--- src/rtl/bram_arb_pkg.sv ---
// bram_arb_pkg: owner encodings and counter widths shared by the BRAM port arbiter.
package bram_arb_pkg;
  typedef enum logic [1:0] {OWN_NONE = 2'd0, OWN_R0 = 2'd1, OWN_R1 = 2'd2} owner_e;
  localparam int STAT_WIDTH = 16;
  localparam int CNT_WIDTH  = 16;
endpackage

--- src/rtl/bram_arb_stats.sv ---
// bram_arb_stats: saturating per-requester grant counters (used when BRAM_ARB_STATS_EN is defined).
module bram_arb_stats
  import bram_arb_pkg::*;
(
  input  logic                  Bus2IP_Clk,
  input  logic                  Bus2IP_Resetn,
  input  logic                  stat_clr,
  input  logic [1:0]            inc,
  output logic [STAT_WIDTH-1:0] stat_gnt0,
  output logic [STAT_WIDTH-1:0] stat_gnt1
);
  logic [STAT_WIDTH-1:0] cnt_q [2];
  logic [STAT_WIDTH-1:0] cnt_d [2];
  always_comb begin
    for (int i = 0; i < 2; i++)
      cnt_d[i] = stat_clr ? '0 : (inc[i] && cnt_q[i] != '1) ? cnt_q[i] + 1'b1 : cnt_q[i];
  end
  always_ff @(posedge Bus2IP_Clk or negedge Bus2IP_Resetn) begin
    if (!Bus2IP_Resetn) begin
      cnt_q[0] <= '0;
      cnt_q[1] <= '0;
    end else begin
      cnt_q[0] <= cnt_d[0];
      cnt_q[1] <= cnt_d[1];
    end
  end
  assign stat_gnt0 = cnt_q[0];
  assign stat_gnt1 = cnt_q[1];
endmodule

--- src/rtl/bram_port_arbiter.sv ---
// bram_port_arbiter: round-robin, burst-bounded sharing of one BRAM port between two requesters.
// Optional grant statistics ports are added when BRAM_ARB_STATS_EN is defined.
module bram_port_arbiter
  import bram_arb_pkg::*;
#(
  parameter int DATA_WIDTH = 32,
  parameter int ADDR_WIDTH = 32,
  parameter int MAX_BURST  = 16
) (
  input  logic                  Bus2IP_Clk,
  input  logic                  Bus2IP_Resetn,
  input  logic                  req0,
  input  logic                  req1,
  input  logic                  we0,
  input  logic                  we1,
  input  logic [ADDR_WIDTH-1:0] addr0,
  input  logic [ADDR_WIDTH-1:0] addr1,
  input  logic [DATA_WIDTH-1:0] wdata0,
  input  logic [DATA_WIDTH-1:0] wdata1,
  output logic                  gnt0,
  output logic                  gnt1,
  output logic                  rvalid0,
  output logic                  rvalid1,
  output logic [DATA_WIDTH-1:0] rdata0,
  output logic [DATA_WIDTH-1:0] rdata1,
  output logic                  bram_en,
  output logic                  bram_we,
  output logic [ADDR_WIDTH-1:0] bram_addr,
  output logic [DATA_WIDTH-1:0] bram_wdata,
  input  logic [DATA_WIDTH-1:0] bram_rdata
`ifdef BRAM_ARB_STATS_EN
  ,
  input  logic                  stat_clr,
  output logic [STAT_WIDTH-1:0] stat_gnt0,
  output logic [STAT_WIDTH-1:0] stat_gnt1
`endif
);
  localparam logic [CNT_WIDTH-1:0] MB = CNT_WIDTH'(MAX_BURST);
  owner_e               owner_q, owner_d;
  logic [CNT_WIDTH-1:0] cnt_q, cnt_d, cnt_inc;
  logic                 last_q, last_d;
  logic [1:0]           rvalid_q, rvalid_d;
  logic                 cur, own_req, oth_req;
  assign gnt0       = owner_q == OWN_R0 && req0;
  assign gnt1       = owner_q == OWN_R1 && req1;
  assign bram_en    = gnt0 | gnt1;
  assign bram_we    = bram_en & (gnt1 ? we1 : we0);
  assign bram_addr  = gnt1 ? addr1 : addr0;
  assign bram_wdata = gnt1 ? wdata1 : wdata0;
  assign rvalid_d   = {gnt1 & ~we1, gnt0 & ~we0};
  assign rvalid0    = rvalid_q[0];
  assign rvalid1    = rvalid_q[1];
  assign rdata0     = bram_rdata;
  assign rdata1     = bram_rdata;
  // last_q holds the index of the requester served most recently; it breaks ties from idle
  always_comb begin
    owner_d = owner_q;
    cnt_d   = cnt_q;
    last_d  = last_q;
    cur     = owner_q == OWN_R1;
    own_req = cur ? req1 : req0;
    oth_req = cur ? req0 : req1;
    cnt_inc = cnt_q == MB ? cnt_q : cnt_q + 1'b1;
    if (owner_q == OWN_NONE) begin
      cnt_d   = '0;
      owner_d = (req0 && req1) ? (last_q ? OWN_R0 : OWN_R1) : req0 ? OWN_R0 : req1 ? OWN_R1 : OWN_NONE;
    end else if (own_req) begin
      cnt_d = cnt_inc;
      if (cnt_inc == MB && oth_req) begin
        owner_d = cur ? OWN_R0 : OWN_R1;
        cnt_d   = '0;
        last_d  = cur;
      end
    end else begin
      owner_d = oth_req ? (cur ? OWN_R0 : OWN_R1) : OWN_NONE;
      cnt_d   = '0;
      last_d  = cur;
    end
  end
  always_ff @(posedge Bus2IP_Clk or negedge Bus2IP_Resetn) begin
    if (!Bus2IP_Resetn) begin
      owner_q  <= OWN_NONE;
      cnt_q    <= '0;
      last_q   <= 1'b1;
      rvalid_q <= '0;
    end else begin
      owner_q  <= owner_d;
      cnt_q    <= cnt_d;
      last_q   <= last_d;
      rvalid_q <= rvalid_d;
    end
  end
`ifdef BRAM_ARB_STATS_EN
  bram_arb_stats u_stats (
    .Bus2IP_Clk   (Bus2IP_Clk),
    .Bus2IP_Resetn(Bus2IP_Resetn),
    .stat_clr     (stat_clr),
    .inc          ({gnt1, gnt0}),
    .stat_gnt0    (stat_gnt0),
    .stat_gnt1    (stat_gnt1)
  );
`endif
endmodule
--- config.mk ---
export PLATFORM = sky130hd
export DESIGN_NAME = bram_port_arbiter
export DESIGN_NICKNAME = d
export VERILOG_FILES = /design/src/rtl/bram_arb_pkg.sv /design/src/rtl/bram_arb_stats.sv /design/src/rtl/bram_port_arbiter.sv
export SDC_FILE = /design/constraint.sdc
export NUM_CORES = 1
export LEC_CHECK = 0
export CORE_AREA = 5 5 113 115
export DETAILED_ROUTE_END_ITERATION = 8
export DIE_AREA = 0 0 118 120
export PLACE_DENSITY = 0.82
export SLEW_MARGIN = 0
export SYNTH_ARGS = -nofsm -noshare
export SYNTH_HDL_FRONTEND = slang
export SYNTH_HIERARCHICAL = 1
export SYNTH_SLANG_ARGS = --single-unit
export TNS_END_PERCENT = 20
--- constraint.sdc ---
create_clock -name Bus2IP_Clk -period 2.8 [get_ports Bus2IP_Clk]
set_input_delay 0.56 -clock Bus2IP_Clk [delete_from_list [all_inputs] [get_ports Bus2IP_Clk]]
set_output_delay 0.56 -clock Bus2IP_Clk [all_outputs]
set_load 0.01 [all_outputs]
==> flow_metrics.tcl <==
set metrics [dict create \
    status "completed" \
    cts_max_level 1 \
    postRouteWirelength_um 12600 \
    fmax_ghz 0.371 \
    p_sw_mw 0.433 \
    gp_congestion 0.899 \
    worst_hold_path_type "flip-flop to flip-flop" \
    post-place-ws_ns -0.0722 \
    worstPathArrival_ns 2.14 \
    drt_iter0_markers 163 \
    synth.most_common_cell "nand2_1" \
    hold_violations 0 \
    ys_ff_latch 21 \
    swShare_pct 31.7 \
    synth_top_area_share_pct 28.2 \
    worst_slack_ns 0.102 \
    ctsHoldBuffers 0 \
    crit_path_max_fanout 3 \
    syn_nets 604 \
    worstSetupStartpointType "primary input" \
    vdd_drop_max_mv 0.326 \
    synth_top_area_cell "nand2_1" \
    synth_common_cells "209 x nand2_1, 65 x buf_4, 22 x nor2_1, 20 x dfrtp_1, 12 x xnor2_1" \
    yosysWarningCount 6 \
    syn_to_final_growth_pct 67.3 \
    die_h_um 120 \
    numPortBuffers 203 \
    synthFlopType "dfrtp_1" \
    synth_area_leaders "nand2_1 28%, dfrtp_1 18%, buf_4 18%, xnor2_1 3.8%, nor2_1 3.0%" \
    drt_first_pass_iters 4 \
    seqPwrFrac_pct 24.5 \
    dpl_cell_area_sq_mm 0.00450 \
    required_ns 2.24 \
    cts_tree "built" \
    clk_latency_ns 0.26 \
    cts.sinks 21 \
    cts-root-buf "clkbuf_16" \
    grt_pass1_wl_um 17900 \
    p_comb_share_pct 53.0 \
    final_core_util_pct 39.7 \
    endpoint_kind "output pin" \
    viasPerCell 4.41 \
    overflow 0 \
    clockBufferDepth 2 \
    wl_per_cell_um 17.5 \
    antenna_found_initial 1 \
    maxCapViolCount 0 \
    dp_cells 714 \
    min_path_cells 2 \
    tns_ns 0 \
    worstMarginPinSlew_ns 0.410 \
    netlist_area_sq_mm 0.00278 \
    period_needed_ns 2.70 \
    layout-drive-gt1-share_pct 8.20 \
    cts_buffers 3 \
    syn_inst 436 \
    finalPower_mw 1.36 \
    drc 0 \
    clkTransAtPathRegs_ns 0.06 \
    rsz0062_at_grt "false" \
    dp_hpwl_um 10600 \
    ant_nets 0 \
    slew_viol_final 0 \
    finalSetupViolCount 0 \
    slew_headroom_pct 72.7 \
    yosys.cell_types.count 53 \
    synth_edf_count 0 \
    fin_cells 721 \
    avgSynthCellArea_sq_um 6.38 \
    ff2ff_path_depth 8 \
    num-nets-final 742 \
    p_clk_share_pct 22.5 \
    ys_async_sr_fraction_pct 100 \
    yosysSeqAreaShare_pct 18.9 \
    die_area_sq_mm 0.0142 \
    skew_ns 0.00160 \
    period_share_pct 96.4 \
    p_leak_nw 2.14 \
    start_util_pct 23.7 \
    grt_pass1_vias 3316 \
    design.core.area_sq_mm 0.0117 \
    p_int_mw 0.931 \
    num_vias 3177 \
    die_x_um 118 \
    finalInstanceArea_sq_mm 0.00465 \
    hold_slack_ns 0.559 \
    grt_use_total_pct 16.3 \
    rows 40 \
    post_cts_buffers 0 \
    power_density_mw_per_mm2 293 \
    path_class "primary input to output pin" \
    ioPinCount 300 \
    grt_max_degree 43 \
]
[critical path, stage by stage]
cell and delay [ns]:
clkdlybuf4s50_1 0.50, nand2_1 0.07, or2_2 0.32, inv_1 0.12
clkdlybuf4s50_1 0.56
[power groups by stage]
stage | clock network (mW) | registers, mW | logic (mW)
final | 0.307 | 0.334 | 0.723
after global routing | 0.326 | 0.335 | 0.784
after CTS | 0.310 | 0.333 | 0.720
after detailed placement | 0 | 0.339 | 0.728
after global placement | 0 | 0.338 | 0.729
after floorplan | 0 | 0.332 | 0.335
[sequential cells by signal, summed over array words and instances (netlist names)]
name and cells:
cnt_q 16, last_q 1, owner_q 2, rvalid_q 2
[what timing repair did]
item	CTS	global route
setup endpoints to repair	11	52
resized for setup	11	12
cloned	0	2
pin swaps	0	1
[final timing paths]
kind | start | to | slack (ns)
max in group asynchronous | Bus2IP_Resetn | last_q | 1.88
hold reg to reg | last_q | last_q | 0.56
setup reg to reg | cnt_q[0] | cnt_q[8] | 0.27
min in group asynchronous | Bus2IP_Resetn | cnt_q[2] | 0.64
hold / removal | last_q | last_q | 0.56
setup / recovery | req0 | gnt0 | 0.10
[area by class of cell]
| type | count | area [sq um] |
|---|---|---|
| fillers | 1197 | 7060 |
| repair buffers | 221 | 2240 |
| well taps | 147 | 184 |
| clock inverters | 1 | 5.00 |
| flip-flops and latches | 21 | 527 |
| diodes | 1 | 2.50 |
| multi-input cells | 321 | 1590 |
| inverters | 6 | 27.5 |
| clock buffers | 3 | 75.1 |
[logic make-up after synthesis]
logic type | Yosys count | synth area share [%]
compound gates | 22 | 6.26
xor+xnor | 18 | 5.67
fa+ha+maj | 2 | 0.900
buf+inv | 94 | 23.9
flops | 21 | 18.9
mux | 3 | 1.08
simple gates | 276 | 43.3
[placed cells by master, fill, tap and decap left out, types with 6 or more instances in the layout]
master / count
nand2_1: 208
clkdlybuf4s50_1: 184
nor2_1: 22
dfrtp_1: 20
buf_4: 13
xnor2_1: 12
dlygate4sd2_1: 11
nand3_1: 7
xor2_1: 6
[layer usage]
metal	GRT usage, %	wire length [um]
met2	34.0	7240
met1	14.6	4060
met4	3.66	204
met3	5.98	1120
met5	0	0
Power figures use the tool's default switching activity.
